$ cat src/rtl/fc_pkg.sv
// Shared constants, state encoding and saturation helper for the fc_layer engine.
package fc_pkg;

  localparam int FC_DATA_W    = 32;
  localparam int FC_ADDR_W    = 18;
  localparam int FC_FRAC_BITS = 16;
  localparam int FC_ACC_W     = 44;
  localparam int NUM_PARAM    = 2;

  localparam logic [FC_ADDR_W-1:0] PARAM_BASE  = 18'd0;
  localparam logic [FC_ADDR_W-1:0] BIAS_BASE   = 18'd16;
  localparam logic [FC_ADDR_W-1:0] OUT_BASE    = 18'd1024;
  localparam logic [FC_ADDR_W-1:0] OFMAP_BASE  = 18'd65536;
  localparam logic [FC_ADDR_W-1:0] WEIGHT_BASE = 18'd196608;

  typedef enum logic [2:0] {
    S_IDLE     = 3'd0,
    S_LD_PARAM = 3'd1,
    S_LD_BIAS  = 3'd2,
    S_MAC      = 3'd3,
    S_FLUSH    = 3'd4,
    S_WRITE    = 3'd5,
    S_DONE     = 3'd6
  } fc_state_t;

  // In range when every bit above the data sign bit matches the sign bit.
  function automatic logic [FC_DATA_W-1:0] saturate(input logic signed [FC_ACC_W-1:0] a);
    logic [FC_ACC_W-FC_DATA_W:0] top;
    top = a[FC_ACC_W-1:FC_DATA_W-1];
    if ((top == '0) || (top == '1)) return a[FC_DATA_W-1:0];
    else if (a[FC_ACC_W-1])         return {1'b1, {(FC_DATA_W-1){1'b0}}};
    else                            return {1'b0, {(FC_DATA_W-1){1'b1}}};
  endfunction

endpackage

$ cat src/rtl/fc_layer_mac.sv
// Accumulator for one neuron: bias load, fixed-point multiply-accumulate, saturation.
// FC_RELU_EN clamps negative results to zero at the output.
module fc_mac
  import fc_pkg::*;
#(
  parameter int DATA_WIDTH = FC_DATA_W,
  parameter int ACC_WIDTH  = FC_ACC_W,
  parameter int FRAC_BITS  = FC_FRAC_BITS
) (
  input  logic                  clk,
  input  logic                  srst,
  input  logic                  load_bias,
  input  logic                  mac_en,
  input  logic [DATA_WIDTH-1:0] x,
  input  logic [DATA_WIDTH-1:0] w,
  output logic [DATA_WIDTH-1:0] result
);

  logic signed [2*DATA_WIDTH-1:0] w_prod;
  logic signed [ACC_WIDTH-1:0]    w_term;
  logic signed [ACC_WIDTH-1:0]    r_acc;
  logic [DATA_WIDTH-1:0]          w_sat;

  assign w_prod = signed'(x) * signed'(w);
  // Bits of the shifted product above ACC_WIDTH are dropped: overflow wraps.
  assign w_term = ACC_WIDTH'(w_prod >>> FRAC_BITS);

  always_ff @(posedge clk) begin
    if (srst)           r_acc <= '0;
    else if (load_bias) r_acc <= {{(ACC_WIDTH-DATA_WIDTH){w[DATA_WIDTH-1]}}, w};
    else if (mac_en)    r_acc <= r_acc + w_term;
  end

  assign w_sat = saturate(r_acc);

`ifdef FC_RELU_EN
  assign result = w_sat[DATA_WIDTH-1] ? '0 : w_sat;
`else
  assign result = w_sat;
`endif

endmodule

$ cat src/rtl/fc_layer.sv
// Fully-connected layer engine: sequences DRAM reads of params, bias, x and w per neuron.
// FC_RELU_EN (in fc_mac) selects ReLU on written results; timing is unchanged.
module fc_layer
  import fc_pkg::*;
#(
  parameter int DATA_WIDTH = FC_DATA_W,
  parameter int ADDR_WIDTH = FC_ADDR_W,
  parameter int FRAC_BITS  = FC_FRAC_BITS,
  parameter int ACC_WIDTH  = FC_ACC_W
) (
  input  logic                  clk,
  input  logic                  srst,
  input  logic                  enable,
  input  logic [DATA_WIDTH-1:0] data_in,
  input  logic                  dram_valid,
  output logic [DATA_WIDTH-1:0] data_out,
  output logic [ADDR_WIDTH-1:0] addr_in,
  output logic [ADDR_WIDTH-1:0] addr_out,
  output logic                  dram_en_rd,
  output logic                  dram_en_wr,
  output logic                  done
);

  localparam logic [ADDR_WIDTH-1:0] A_ONE = ADDR_WIDTH'(1);

  fc_state_t             r_state;
  logic [1:0]            r_pcnt;
  logic [10:0]           r_num_in, r_i;
  logic [6:0]            r_num_out, r_o;
  logic [ADDR_WIDTH-1:0] r_wptr, r_addr_in, r_addr_out;
  logic                  r_odd, r_load_bias, r_mac_en;
  logic                  r_rd_en, r_wr_en, r_done;
  logic [DATA_WIDTH-1:0] r_x;
  logic [DATA_WIDTH-1:0] w_result;
  logic                  w_unused;

  // Read latency is fixed at one cycle, so the valid strobe carries no information.
  assign w_unused = dram_valid;

  // Outputs are registered alongside the state they belong to.
  always_ff @(posedge clk) begin
    if (srst) begin
      r_state <= S_IDLE;     r_pcnt <= '0;      r_num_in <= '0;   r_num_out <= '0;
      r_i <= '0;             r_o <= '0;         r_wptr <= '0;     r_odd <= 1'b0;
      r_x <= '0;             r_load_bias <= 1'b0; r_mac_en <= 1'b0;
      r_rd_en <= 1'b0;       r_addr_in <= '0;   r_wr_en <= 1'b0;  r_addr_out <= '0;
      r_done <= 1'b0;
    end else begin
      r_rd_en <= 1'b0;  r_addr_in <= '0;  r_wr_en <= 1'b0;  r_addr_out <= '0;
      r_done <= 1'b0;   r_load_bias <= 1'b0;  r_mac_en <= 1'b0;
      case (r_state)
        S_IDLE: if (enable) begin
          r_state   <= S_LD_PARAM;
          r_pcnt    <= '0;
          r_o       <= '0;
          r_wptr    <= WEIGHT_BASE;
          r_rd_en   <= 1'b1;
          r_addr_in <= PARAM_BASE;
        end
        S_LD_PARAM: begin
          r_pcnt <= r_pcnt + 2'd1;
          if (r_pcnt < 2'(NUM_PARAM-1)) begin
            r_rd_en   <= 1'b1;
            r_addr_in <= PARAM_BASE + ADDR_WIDTH'(r_pcnt) + A_ONE;
          end else if (r_pcnt == 2'(NUM_PARAM-1)) begin
            r_num_in <= data_in[10:0];
          end else begin
            r_num_out <= data_in[6:0];
            if (data_in[6:0] == 7'd0) begin
              r_state <= S_DONE;
              r_done  <= 1'b1;
            end else begin
              r_state   <= S_LD_BIAS;
              r_rd_en   <= 1'b1;
              r_addr_in <= BIAS_BASE;
            end
          end
        end
        S_LD_BIAS: begin
          r_load_bias <= 1'b1;
          r_i         <= '0;
          r_odd       <= 1'b0;
          if (r_num_in == 11'd0) begin
            r_state <= S_FLUSH;
          end else begin
            r_state   <= S_MAC;
            r_rd_en   <= 1'b1;
            r_addr_in <= OFMAP_BASE;
          end
        end
        S_MAC: begin
          if (!r_odd) begin
            r_odd     <= 1'b1;
            r_rd_en   <= 1'b1;
            r_addr_in <= r_wptr;
          end else begin
            r_x      <= data_in;
            r_mac_en <= 1'b1;
            r_wptr   <= r_wptr + A_ONE;
            if (r_i == r_num_in - 11'd1) begin
              r_state <= S_FLUSH;
            end else begin
              r_i       <= r_i + 11'd1;
              r_odd     <= 1'b0;
              r_rd_en   <= 1'b1;
              r_addr_in <= OFMAP_BASE + ADDR_WIDTH'(r_i) + A_ONE;
            end
          end
        end
        S_FLUSH: begin
          r_state    <= S_WRITE;
          r_wr_en    <= 1'b1;
          r_addr_out <= OUT_BASE + ADDR_WIDTH'(r_o);
        end
        S_WRITE: begin
          r_o <= r_o + 7'd1;
          if (({1'b0, r_o} + 8'd1) < {1'b0, r_num_out}) begin
            r_state   <= S_LD_BIAS;
            r_rd_en   <= 1'b1;
            r_addr_in <= BIAS_BASE + ADDR_WIDTH'(r_o) + A_ONE;
          end else begin
            r_state <= S_DONE;
            r_done  <= 1'b1;
          end
        end
        S_DONE:  r_state <= S_IDLE;
        default: r_state <= S_IDLE;
      endcase
    end
  end

  fc_mac #(
    .DATA_WIDTH(DATA_WIDTH),
    .ACC_WIDTH (ACC_WIDTH),
    .FRAC_BITS (FRAC_BITS)
  ) u_mac (
    .clk      (clk),
    .srst     (srst),
    .load_bias(r_load_bias),
    .mac_en   (r_mac_en),
    .x        (r_x),
    .w        (data_in),
    .result   (w_result)
  );

  assign dram_en_rd = r_rd_en;
  assign addr_in    = r_addr_in;
  assign dram_en_wr = r_wr_en;
  assign addr_out   = r_addr_out;
  assign data_out   = r_wr_en ? w_result : '0;
  assign done       = r_done;

endmodule

$ cat config.mk
export PLATFORM = sky130hd
export DESIGN_NAME = fc_layer
export DESIGN_NICKNAME = d
export VERILOG_FILES = /design/src/rtl/fc_pkg.sv /design/src/rtl/fc_layer_mac.sv /design/src/rtl/fc_layer.sv
export SDC_FILE = /design/constraint.sdc
export NUM_CORES = 2
export LEC_CHECK = 0
export ABC_CLOCK_PERIOD_IN_PS = 9700
export CAP_MARGIN = 25
export CORE_UTILIZATION = 45
export CTS_BUF_LIST = sky130_fd_sc_hd__clkbuf_4
export CTS_CLUSTER_SIZE = 40
export DETAILED_ROUTE_END_ITERATION = 7
export SYNTH_ARGS = -nofsm -noshare
export SYNTH_HDL_FRONTEND = slang
export SYNTH_SLANG_ARGS = --single-unit
$ cat constraint.sdc
create_clock -name clk -period 9.7 [get_ports clk]
set_clock_uncertainty 0.05 [all_clocks]
set_input_delay 0.97 -clock clk [delete_from_list [all_inputs] [get_ports clk]]
set_output_delay 0.97 -clock clk [all_outputs]
set_load 0.1 [all_outputs]
=== Yosys cells after proc, flatten, opt, wreduce, memory -nomap -nowiden ===
Index checks and enable logic that the tools add are counted.

* Register bits after elaboration: 177
* Input bits: 36
* Word-level logic and storage cells: 123
* Output and inout bits: 71

* Equality and inequality tests: 14
* $add $sub $neg: 13
* Reductions and logical operators: 20
* Bitwise logic cells: 4
* Order comparisons: 2
* Multiply operators: 1
* Multiplexer cells: 52

{| class="wikitable"
|+ Operators with widths
! cell !! count
|-
| $mux W32 || 3
|-
| $mux W44 || 2
|-
| $mux W18 || 4
|-
| $pmux W18 S4 || 1
|-
| $mul A32 B32 Y60 || 1
|-
| $add A44 B44 Y44 || 1
|-
| $add A18 B1 Y18 const B || 2
|-
| $pmux W18 S2 || 1
|-
| $mux W3 || 8
|-
| $mux W11 || 2
|-
| $pmux W11 S2 || 1
|-
| $add A17 B11 Y18 const A || 1
|-
| $pmux W3 S6 || 1
|-
| $mux W1 || 17
|-
| $mux W17 || 1
|-
| $mux W5 || 3
|-
| $pmux W7 S2 || 1
|-
| $eq A13 B13 Y1 const B || 1
|-
| $logic_not A13 Y1 || 1
|-
| $add A11 B7 Y12 const A || 1
|-
| $ne A2 B2 Y1 const B || 6
|-
| $reduce_and A3 Y1 || 4
|-
| $add A11 B1 Y11 const B || 1
|-
| $eq A11 B11 Y1 || 1
|-
| 28 further kinds || 41
|}

=== Logic depth before layout (Yosys ltp) ===
* Word-level depth: 5
* Depth in mapped cells: 43

=== By module ===
From an unflattened synthesis, not the netlist that was laid out.

* Cell total of the unflattened synthesis: 4997
* Area total of the unflattened synthesis: 45143.3 µm²

{| class="wikitable"
|+ Modules (own cells, without submodules)
! module !! area an instance (µm²) !! instances !! cells each
|-
| fc_mac || 39147.5 || 1 || 4267
|-
| fc_layer || 5995.8 || 1 || 730
|}

=== Worst setup path after synthesis ===
OpenSTA, ideal clock, no wires.

* Kind: input to register
* From: input data_in[3]
* To: register u_mac.r_acc[42]
* Arrival time: 10.068 ns
* Path slack: -0.538 ns
* Data required time: 9.531 ns
* Stages: 41
* Buffers on the path: 2
* Cells stage by stage: clkbuf_1 clkbuf_1 and2_1 fa_1 fa_1 inv_1 fa_1 fa_1 inv_1 fa_1 inv_1 fa_1 inv_1 fa_1 fa_1 ha_1 a21o_1 a21o_1 (+5 left out) o21a_1 o21a_1 o21a_1 nor2_1 xnor2_1 ha_1 a21oi_1 o21ai_1 o21ai_0 nand2b_1 a221oi_2 o21ai_2 a31oi_4 o21ai_1 and2_1 a311oi_2 mux2i_1 nor2_1

* Longest elaborated chain between the ends: 4

{| class="wikitable"
|+ RTL lines
! what !! RTL line !! source
|-
| from (decl) || fc_layer.sv:14 || <nowiki>input logic [DATA_WIDTH-1:0] data_in,</nowiki>
|-
| $mul A32 B32 Y60 || fc_layer_mac.sv:24 || <nowiki>assign w_prod = signed'(x) * signed'(w);</nowiki>
|-
| $add A44 B44 Y44 || fc_layer_mac.sv:31 || <nowiki>else if (mac_en) r_acc <= r_acc + w_term;</nowiki>
|-
| $mux W44 || fc_layer_mac.sv:31 ||
|-
| $mux W44 || fc_layer_mac.sv:30 || <nowiki>else if (load_bias) r_acc <= {{(ACC_WIDTH-DATA_WIDTH){w[DATA_WIDTH-1]}}, w};</nowiki>
|-
| to (signal assigned) || fc_layer_mac.sv:30 ||
|-
| to (signal assigned) || fc_layer_mac.sv:31 ||
|-
| to (decl) || fc_layer_mac.sv:21 || <nowiki>logic signed [ACC_WIDTH-1:0] r_acc;</nowiki>
|}

Every way passes these cells. The select of a mux whose other input is x is not followed.
A chain may end at the register's enable or synchronous reset.

=== Worst setup path in the final report ===
* From: input data_in[3]
* To: register u_mac.r_acc[28]

The elaborated chain is that of the path after synthesis.

==> impl_metrics.tcl <==
set metrics [dict create \
    run_status "complete, but fails checks" \
    violated_checks "DRC, setup timing" \
    static-leakage-power_nw 25.59 \
    synth_top_area_share_pct 47.13 \
    ys_ff_latch 167 \
    ctsRootBufferMaster "sky130_fd_sc_hd__clkbuf_4" \
    final.period_utilization_pct 101.1 \
    ports_placed_on_the_boundary 107 \
    postSynthAreaPerCell_sq_um 9.078 \
    synth_top_flop_cell "sky130_fd_sc_hd__dfxtp_1" \
    synth-edff-count 0 \
    syn_area_sq_um 44050 \
    delay_contributed_by_the_slowest_stage_of_the_critical_path_ns 0.53 \
    max_cap_viol_count 0 \
    finalSetupViolCount 6 \
    wire_length_per_cell_after_detailed_routing_microns 19.47 \
    synth_cell_type_count 85 \
    cp-end-kind "flop" \
    route.met2.wl_mm 63.63 \
    irDropWorstVdd_mv 0.05574 \
    layout.cells.non_filler 6581 \
    postLayoutCellArea_sq_um 52100 \
    place_congestion 1.015 \
    synth_top_cells_by_count "1,037 x sky130_fd_sc_hd__fa_1, 940 x sky130_fd_sc_hd__inv_1, 605 x sky130_fd_sc_hd__nand2_1" \
    power.density_cell_area_nw_per_um2 36.84 \
    pre_cts_ws_ns -1.598 \
    grt_first_pass_wirelength_mm 203.1 \
    finalWirelength_mm 128.1 \
    core_region_area_sq_um 96850 \
    p_total_mw 1.920 \
    post_synth_main_area_contributors "sky130_fd_sc_hd__fa_1 47%, sky130_fd_sc_hd__inv_1 8.0%, sky130_fd_sc_hd__and2_1 7.9%" \
    critical_path_required_ns 10.38 \
    timing.critical_path.fanout_max 5 \
    timing_worst_setup_path_type "input pin to flop" \
    min_path_type "input pin to flop" \
    met1Wirelength_mm 52.91 \
    count_of_yosys_warnings_during_synthesis 0 \
    y_dimension_of_the_die_microns 314.9 \
    timing.final.crit_period_ns 9.802 \
    critPathLaunchType "input pin" \
    path_clk_slew_ns 0.20 \
    ys_seq_area_share_pct 7.590 \
    initial_utilization_pct 45.48 \
    cp.arrival_ns 10.49 \
    grt_setup_unrepaired "yes" \
    dp_cells 6488 \
    grt.total_usage_pct 26.81 \
    cts_inserted_buffers 17 \
    row_count 114 \
    slew_headroom_pct 26.55 \
    antenna_left 0 \
    met3WireLength_mm 5.929 \
    grt_remaining_overflow 0 \
    worst_slack_ns -0.1019 \
    place_area_sq_um 50130 \
    synth.most_common_cell "sky130_fd_sc_hd__fa_1" \
    maxUsedRoutingLayer "met5" \
    final_hold_viol_count 0 \
    drive_gt1_share_pct 16.39 \
    cts_htree_levels 4 \
    clk-insertion-delay-late_ns 0.81 \
    synth.largest_area_cell "sky130_fd_sc_hd__fa_1" \
    critical_path.slowest_cell "sky130_fd_sc_hd__fa_1" \
    number_of_global_route_vias_before_repair 35800 \
    fin_setup_tns_ns -0.3234 \
    syn_to_final_growth_pct 18.28 \
    nets 6602 \
    detailroute.via_count 33871 \
    antenna_found_initial 4 \
    drc 8 \
    area_of_the_die_sq_um 99140 \
    postSynth.asyncResetShare_pct 0 \
    die_w_microns 314.9 \
    dp.final_hpwl_mm 108.4 \
    grt_max_degree 63 \
    initialDrtViolationCount 1898 \
    clockBufferDepth 2 \
    clock.fmax_mhz 102.0 \
    cp_common_cell "sky130_fd_sc_hd__fa_1" \
    tritoncts_clock_tree "built" \
    clock_sink_count 167 \
    route.detailed.vias_per_inst 5.147 \
    worst_slew_pin_slew_ns 1.092 \
    slew_viol_final 0 \
    numPortBuffers 95 \
    synthCells 4852 \
    drt_pre_antenna_iters 8 \
]
-- layout make-up --
| type | instances | area (sq um) |
|---|---|---|
| diodes | 3 | 7.507 |
| clock buffers | 17 | 127.6 |
| clock inverters | 15 | 214.0 |
| fillers | 8821 | 44750 |
| inverters | 944 | 3546 |
| multi-input cells | 3456 | 37010 |
| flip-flops and latches | 167 | 3374 |
| well taps | 1276 | 1597 |
| repair buffers | 703 | 6222 |
-- where the power goes --
part	leakage (nW)	internal (mW)	total (mW)	switching (mW)
combinational	24.1	0.276	0.685	0.408
sequential	1.36	0.700	0.720	0.0204
clock	0.176	0.134	0.515	0.381
total	25.6	1.11	1.92	0.810
-- worst paths after layout --
path | from | to | slack (ns) | cells after the start
setup reg to reg | r_x[14]$_SDFFE_PP0P_ | u_mac.r_acc[28]$_SDFFE_PP0P_ | -0.07 | 43
setup / recovery | data_in[3] | u_mac.r_acc[28]$_SDFFE_PP0P_ | -0.10 | 45
hold reg to reg | r_wptr[17]$_SDFFE_PP0P_ | addr_in[17]$_SDFF_PP0_ | 0.46 | 1
hold / removal | srst | r_wptr[1]$_SDFFE_PP0P_ | 0.42 | 2
-- routing by layer --
layer	vias up	GRT usage (%)
li1	15344	-
met1	17390	34.79
met2	947	45.96
met3	188	2.677
met4	2	10.70
met5	-	0
-- state kept, by name, indices dropped and copies added, names as in the netlist, 2 cells and up --
| register | cells |
|---|---|
| r_num_in | 11 |
| r_num_out | 7 |
| r_x | 32 |
| addr_out | 8 |
| r_state | 3 |
| r_i | 11 |
| addr_in | 18 |
| r_wptr | 18 |
| r_pcnt | 2 |
| u_mac.r_acc | 44 |
| r_o | 7 |
-- cells by family (layout without fill, tap and decap cells) --
group	Yosys count	count (layout)	share of synthesized area [%]
simple gates	1547	1547	17.41
xor+xnor	145	145	2.883
mux	33	33	0.7584
compound gates	444	444	6.724
buf+inv	1238	1679	10.68
fa+ha+maj	1277	1277	53.95
other cells	1	13	0.008513
flops	167	167	7.590
-- cells in the final DEF (no fill, tap or decap), types with 13 or more instances in the layout --
cell	n
sky130_fd_sc_hd__nand4_1	21
sky130_fd_sc_hd__o21a_1	48
sky130_fd_sc_hd__nor2_1	185
sky130_fd_sc_hd__inv_2	14
sky130_fd_sc_hd__nand3_1	41
sky130_fd_sc_hd__ha_1	223
sky130_fd_sc_hd__and2_4	17
sky130_fd_sc_hd__inv_1	926
sky130_fd_sc_hd__dfxtp_1	154
sky130_fd_sc_hd__mux2i_1	30
sky130_fd_sc_hd__buf_12	41
sky130_fd_sc_hd__o21ai_0	29
sky130_fd_sc_hd__nor2b_1	16
sky130_fd_sc_hd__clkbuf_4	17
sky130_fd_sc_hd__xnor2_1	91
sky130_fd_sc_hd__a21o_1	39
sky130_fd_sc_hd__xor2_1	46
sky130_fd_sc_hd__nor3_1	15
sky130_fd_sc_hd__clkdlybuf4s50_1	74
sky130_fd_sc_hd__a21oi_2	21
sky130_fd_sc_hd__nand2_1	601
sky130_fd_sc_hd__and3_1	21
sky130_fd_sc_hd__fa_1	1015
sky130_fd_sc_hd__and2_1	535
sky130_fd_sc_hd__buf_4	525
sky130_fd_sc_hd__a21oi_1	141
sky130_fd_sc_hd__o21ai_1	15
sky130_fd_sc_hd__buf_6	38
sky130_fd_sc_hd__nand2b_1	29
sky130_fd_sc_hd__fa_2	22
sky130_fd_sc_hd__a211oi_1	13
-- per-stage QoR --
| step | util [%] | hold slack (ns) |
|---|---|---|
| after floorplan | - | 0.4137 |
| after global placement | 51.76 | 0.4288 |
| after detailed placement | 51.76 | 0.4380 |
| after CTS | 52.89 | 0.3304 |
| after global routing | 53.80 | 0.3670 |
| final | 53.80 | 0.4162 |
-- critical path, delay by kind of cell --
family	cells	cell delay [ns]
simple gates	6	0.63
fa+ha+maj	10	4.46
compound gates	14	2.58
buf+inv	12	1.37
xor+xnor	2	0.32
mux	1	0.12
-- timing repair --
| item | 4_1_cts | 5_1_grt |
|---|---|---|
| resized for setup | 129 | 180 |
| setup buffers | 37 | 22 |
| cloned | 2 | 0 |
| pin swaps | 64 | 112 |
| hold buffers | 0 | 0 |
| endpoints found under the setup margin | 27 | 31 |
No activity file was read; power rests on OpenSTA's default activity.
